<file path="src/rtl/hdlc_bus_ctrl.sv">
// hdlc_bus_ctrl: single-master sequencer for the Hdlc 8-bit register port, streaming host TX frames in and RX frames out
// Ports: Clk/Rst (async, active-high); Address/WriteEnable/ReadEnable/DataIn/DataOut = Hdlc register port;
// Rx_Ready/Tx_Done = Hdlc status pins; tx_* = host TX byte stream in; rx_* = host RX byte stream out;
// tx_trunc pulses when a frame is cut at MAX_TX_LEN, rx_drop pulses when a received frame is discarded.
module hdlc_bus_ctrl #(
  parameter int unsigned MAX_TX_LEN = 126,
  parameter bit          FCS_EN     = 1'b1
) (
  input  logic       Clk,
  input  logic       Rst,
  output logic [2:0] Address,
  output logic       WriteEnable,
  output logic       ReadEnable,
  output logic [7:0] DataIn,
  input  logic [7:0] DataOut,
  input  logic       Rx_Ready,
  input  logic       Tx_Done,
  input  logic       tx_valid,
  input  logic [7:0] tx_data,
  input  logic       tx_last,
  output logic       tx_ready,
  output logic       tx_trunc,
  output logic       rx_valid,
  output logic [7:0] rx_data,
  output logic       rx_last,
  output logic       rx_err,
  input  logic       rx_ready,
  output logic       rx_drop
);
  localparam logic [7:0] SC_INIT = FCS_EN ? 8'h20 : 8'h00;
  localparam logic [7:0] SC_DROP = SC_INIT | 8'h02;
  localparam logic [6:0] CNT_MAX = 7'(MAX_TX_LEN - 1);
  typedef enum logic [3:0] {
    S_INIT, S_IDLE, S_TX_WR, S_TX_GO, S_TX_SKIP,
    S_RX_STAT, S_RX_LEN, S_RX_CHK, S_RX_RD, S_RX_OUT, S_RX_DROP
  } state_t;
  state_t     r_state, w_next;
  logic [6:0] r_cnt;
  logic       r_skip;
  logic       r_inflight;
  logic       r_armed;
  logic       r_last_tx;
  logic       r_bad;
  logic       r_ovf;
  logic [7:0] r_rem;
  logic       r_fresh;
  logic [7:0] r_hold;
  logic       w_tx_req, w_rx_req, w_grant_rx, w_at_max, w_rx_end;
  logic [7:0] w_rx_byte;
  assign w_tx_req   = tx_valid & ~r_inflight;
  assign w_rx_req   = Rx_Ready & r_armed;
  assign w_grant_rx = w_rx_req & (~w_tx_req | r_last_tx);
  assign w_at_max   = r_cnt == CNT_MAX;
  // Read data is only valid in the cycle after the read; later stall cycles replay the held copy.
  assign w_rx_byte  = r_fresh ? DataOut : r_hold;
  assign w_rx_end   = (r_state == S_RX_OUT && rx_ready && r_rem == 8'd0) || r_state == S_RX_DROP;
  assign rx_data    = rx_valid ? w_rx_byte : 8'h00;
  assign rx_last    = rx_valid & (r_rem == 8'd0);
  assign rx_err     = rx_last & r_ovf;
  always_comb begin
    w_next      = r_state;
    Address     = 3'd0;
    WriteEnable = 1'b0;
    ReadEnable  = 1'b0;
    DataIn      = 8'h00;
    tx_ready    = 1'b0;
    tx_trunc    = 1'b0;
    rx_valid    = 1'b0;
    rx_drop     = 1'b0;
    case (r_state)
      S_INIT: begin
        // Keep the port quiet while reset is still held.
        if (!Rst) begin
          Address     = 3'd2;
          WriteEnable = 1'b1;
          DataIn      = SC_INIT;
        end
        w_next = S_IDLE;
      end
      S_IDLE: w_next = w_grant_rx ? S_RX_STAT : w_tx_req ? S_TX_WR : S_IDLE;
      S_TX_WR: begin
        tx_ready = 1'b1;
        if (tx_valid) begin
          Address     = 3'd1;
          WriteEnable = 1'b1;
          DataIn      = tx_data;
          tx_trunc    = w_at_max & ~tx_last;
          if (tx_last || w_at_max) w_next = S_TX_GO;
        end
      end
      S_TX_GO: begin
        WriteEnable = 1'b1;
        DataIn      = 8'h02;
        w_next      = r_skip ? S_TX_SKIP : S_IDLE;
      end
      S_TX_SKIP: begin
        tx_ready = 1'b1;
        if (tx_valid && tx_last) w_next = S_IDLE;
      end
      S_RX_STAT: begin
        Address    = 3'd2;
        ReadEnable = 1'b1;
        w_next     = S_RX_LEN;
      end
      S_RX_LEN: begin
        Address    = 3'd4;
        ReadEnable = 1'b1;
        w_next     = S_RX_CHK;
      end
      S_RX_CHK: w_next = (r_bad || DataOut == 8'd0) ? S_RX_DROP : S_RX_RD;
      S_RX_RD: begin
        Address    = 3'd3;
        ReadEnable = 1'b1;
        w_next     = S_RX_OUT;
      end
      S_RX_OUT: begin
        rx_valid = 1'b1;
        if (rx_ready) w_next = r_rem != 8'd0 ? S_RX_RD : S_IDLE;
      end
      S_RX_DROP: begin
        Address     = 3'd2;
        WriteEnable = 1'b1;
        DataIn      = SC_DROP;
        rx_drop     = 1'b1;
        w_next      = S_IDLE;
      end
      default: w_next = S_INIT;
    endcase
  end
  always_ff @(posedge Clk or posedge Rst) begin
    if (Rst) begin
      r_state    <= S_INIT;
      r_cnt      <= 7'd0;
      r_skip     <= 1'b0;
      r_inflight <= 1'b0;
      r_armed    <= 1'b1;
      r_last_tx  <= 1'b1;
      r_bad      <= 1'b0;
      r_ovf      <= 1'b0;
      r_rem      <= 8'd0;
      r_fresh    <= 1'b0;
      r_hold     <= 8'h00;
    end else begin
      r_state    <= w_next;
      r_fresh    <= r_state == S_RX_RD;
      r_cnt      <= r_state == S_TX_WR ? r_cnt + 7'(tx_valid) : 7'd0;
      r_inflight <= r_state == S_TX_GO || (r_inflight && !(Tx_Done && r_state != S_TX_WR));
      // A low sample re-arms even on the job's last cycle, so a fresh frame is never missed.
      r_armed    <= ~Rx_Ready | (r_armed & ~w_rx_end);
      if (r_state == S_RX_OUT) r_hold <= w_rx_byte;
      if (r_state == S_IDLE && (w_tx_req || w_rx_req)) r_last_tx <= ~w_grant_rx;
      if (tx_trunc) r_skip <= 1'b1;
      else if (r_state == S_TX_GO) r_skip <= 1'b0;
      if (r_state == S_RX_LEN) begin
        r_bad <= DataOut[2] | DataOut[3];
        r_ovf <= DataOut[4];
      end
      if (r_state == S_RX_CHK) r_rem <= DataOut;
      else if (r_state == S_RX_RD && r_rem != 8'd0) r_rem <= r_rem - 8'd1;
    end
  end
endmodule

</file>
<file path="config.mk">
export PLATFORM = sky130hd
export DESIGN_NAME = hdlc_bus_ctrl
export DESIGN_NICKNAME = d
export VERILOG_FILES = /design/src/rtl/hdlc_bus_ctrl.sv
export SDC_FILE = /design/constraint.sdc
export NUM_CORES = 1
export LEC_CHECK = 0
export ABC_CLOCK_PERIOD_IN_PS = 1900
export CAP_MARGIN = 20
export CORE_MARGIN = 4
export CORE_UTILIZATION = 35
export CTS_CLUSTER_SIZE = 12
export DETAILED_ROUTE_END_ITERATION = 6
export PLACE_DENSITY = 0.65
export SETUP_SLACK_MARGIN = 0.05
export SKIP_CTS_REPAIR_TIMING = 1
export SKIP_LAST_GASP = 1
export SLEW_MARGIN = 10
export SYNTH_ARGS = -nofsm -noshare
export SYNTH_HDL_FRONTEND = slang
export SYNTH_SLANG_ARGS = --single-unit
</file>
<file path="constraint.sdc">
create_clock -name Clk -period 1.9 [get_ports Clk]
set_input_delay 0.285 -clock Clk [delete_from_list [all_inputs] [get_ports Clk]]
set_output_delay 0.285 -clock Clk [all_outputs]
set_load 0.05 [all_outputs]
</file>
==> results.tsv <==
metric	value	unit
worst hold path class	reg2reg	
initial antenna violation count	0	
RSZ-0062 raised after global routing	yes	
slack of the critical path	-233	ps
post-synthesis cell type count	52	
Avg Inst Size Synth	9.16	µm²
Die X	85.6	µm
Power Density	1260	nW/µm²
Initial Util	37.1	%
Clk Latency, worst-skew pair	290	ps
Clock Skews	3.76	ps
r2r worst-path depth	7	
hpwl dp	4.57	mm
worst slew pin tran	500	ps
max-cap viol count	0	
placed cell count	367	
RR Endpoint	r_rem[3]	
dpl cell area	3320	µm²
RePlAce Congestion	0.834	
post-layout util	65.4	%
# H-tree levels	2	
GRT overflow	0	
Root Buffer	clkbuf_8	
Core ar.	5680	µm²
clock sink count	34	
DR WL/cell	16.2	µm
Tmin final	2130	ps
Top Ports	50	
gr usage total	17.2	%
Layout Nets	351	
number of remaining DRC errors	0	
Final Hold Viols	0	
number of clock buffers inserted by TritonCTS	5	
setup_tns	-1130	ps
count leader, synth	dfrtp_1	
fraction of layout cells with a size suffix above 1	44.9	%
die area	7330	µm²
CP Data Arrival Time	1850	ps
CP Launch Type	flop	
DR vias	2116	
Commonest cells post-synth	dfrtp_1 (32), nor2_1 (27), nand2_1 (17), o21ai_0 (11)	
design area	3710	µm²
Crit path required time	1620	ps
CTS tree	built	
crit path kind	reg2out	
leakage	1.51	nW
synth top area cells	dfrtp_1 (38%), mux2_2 (5.3%), nor2_1 (4.8%)	
final non-filler cell total	397	
# diodes	0	
Site Rows	27	
Final Cycle Share	112	%
worst-case clock buffer depth	2	
vias per cell	5.33	
EDFF count, synth	0	
synthesized area	2110	µm²
first-pass GRT wire length	9.99	mm
vias in the first global route	2054	
Mapped Cells	230	
Worst R2R Setup Slack	-190	ps
final antenna-violating net count	0	
hold slack	506	ps
violated checks	negative setup slack	
pre-CTS setup slack	-57.5	ps
TritonRoute pass-1 iters	4	
Die Span Y	85.6	µm
RR Startpoint	r_rem[1]	
setup violators final	10	
YS warnings	0	
post-synthesis sequential area ratio	40.5	%
Layout area overhead	76.1	%
1st-iter DRT viols	68	
Slew Limit Fails	0	
Worst slew margin	66.2	%
Max VDD drop	0.000687	V
Synth async-reset ratio	100	%
Seq cells post-synth	34	
syn nets	257	
input/output buffers	49	
WHS Endpoint	r_hold[7]	
top_reg_cell synth	dfrtp_1	
FILL cells	431	
largest net degree at the start of global routing	35	
FMAX	469	MHz
area share of the largest cell type after synthesis	38.0	%
CP endpoint kind	output port	
outcome	finished with violations	
hold path start	r_hold[7]	
Pwr Total	4.67	mW
largest area contributor in the netlist	dfrtp_1	
Min-Delay Path Depth	1	
total length of routed wires	6.43	mm
CP max FO	4	
clock-pin slew on the worst setup and hold paths	70	ps
==> sequential cells by signal (all words and copies together) (netlist names) <==
signal / cells
r_cnt: 7
r_inflight: 1
r_last_tx: 1
r_armed: 1
r_bad: 1
r_hold: 8
r_skip: 1
r_rem: 8
r_fresh: 1
r_state: 4
r_ovf: 1
==> critical path, stage by stage, from the launching register on <==
cell     delay [ps]
dfrtp_1         400
inv_2            80
ha_4            120
or4b_4          500
nor3_4          140
and2_4          180
buf_12          130
==> kinds of logic (layout without fill, tap and decap cells) <==
logic type	Yosys count	in the layout	synth area share [%]
adders and majority gates	4	4	2.38
buffers and inverters	23	118	4.22
muxes	21	21	10.8
xor gates and xnor gates	11	11	4.57
and+or+nand+nor	94	94	23.0
AOI/OAI and AO/OA	43	43	14.5
DFF	34	34	40.5
==> area by class of cell <==
| type | count | area [µm²] | area share [%] |
|---|---|---|---|
| clock buffer | 6 | 82.6 | 2.23 |
| clock inverter | 2 | 12.5 | 0.337 |
| inverter | 11 | 45.0 | 1.21 |
| multi-input combinational | 173 | 1410 | 38.1 |
| sequential | 34 | 857 | 23.1 |
| tap | 72 | 90.1 | 2.43 |
| timing repair buffer | 99 | 1210 | 32.6 |
==> per-layer routing <==
layer | share of wire (%) | vias to the layer above | GRT usage [%]
met5 | 0 | - | 0
met4 | 1.2 | 0 | 5.18
met3 | 3.6 | 6 | 3.17
li1 | - | 1020 | -
met2 | 50 | 42 | 27.7
met1 | 45 | 1048 | 23.7
==> worst max path at each step <==
stage	startpoint	end	depth (start not counted)
floorplan	r_rem[0]	rx_err	5
global placement	r_rem[1]	r_rem[3]	6
detailed placement	r_rem[1]	r_rem[3]	6
CTS	r_rem[1]	rx_err	6
global route	r_rem[1]	rx_err	6
finish	r_rem[1]	rx_err	6
==> where the power goes <==
part,internal [mW],switching (mW)
registers,0.936,0.179
clock network,0.291,0.276
logic,1.47,1.51
==> layout by cell type, fill, tap and decap left out, types with 3 or more instances in the layout <==
cell and n:
o21ai_0 10, and2_1 3, nor2_1 18, nor4_1 3, clkbuf_8 6, nand2b_1 4, mux2_2 10, buf_4 41
nand4_1 4, a21oi_1 3, inv_1 7, nor2_4 9, dfrtp_2 3, mux2i_1 9, dfrtp_1 29, xor2_1 9
ha_1 3, nand2_1 13, buf_6 4, nand3_1 5, buf_12 31, nor3_4 4, and3_4 6, nor3_1 3
clkdlybuf4s50_1 22, nand2_2 4
Note: power is estimated with default switching activity, not from simulation.
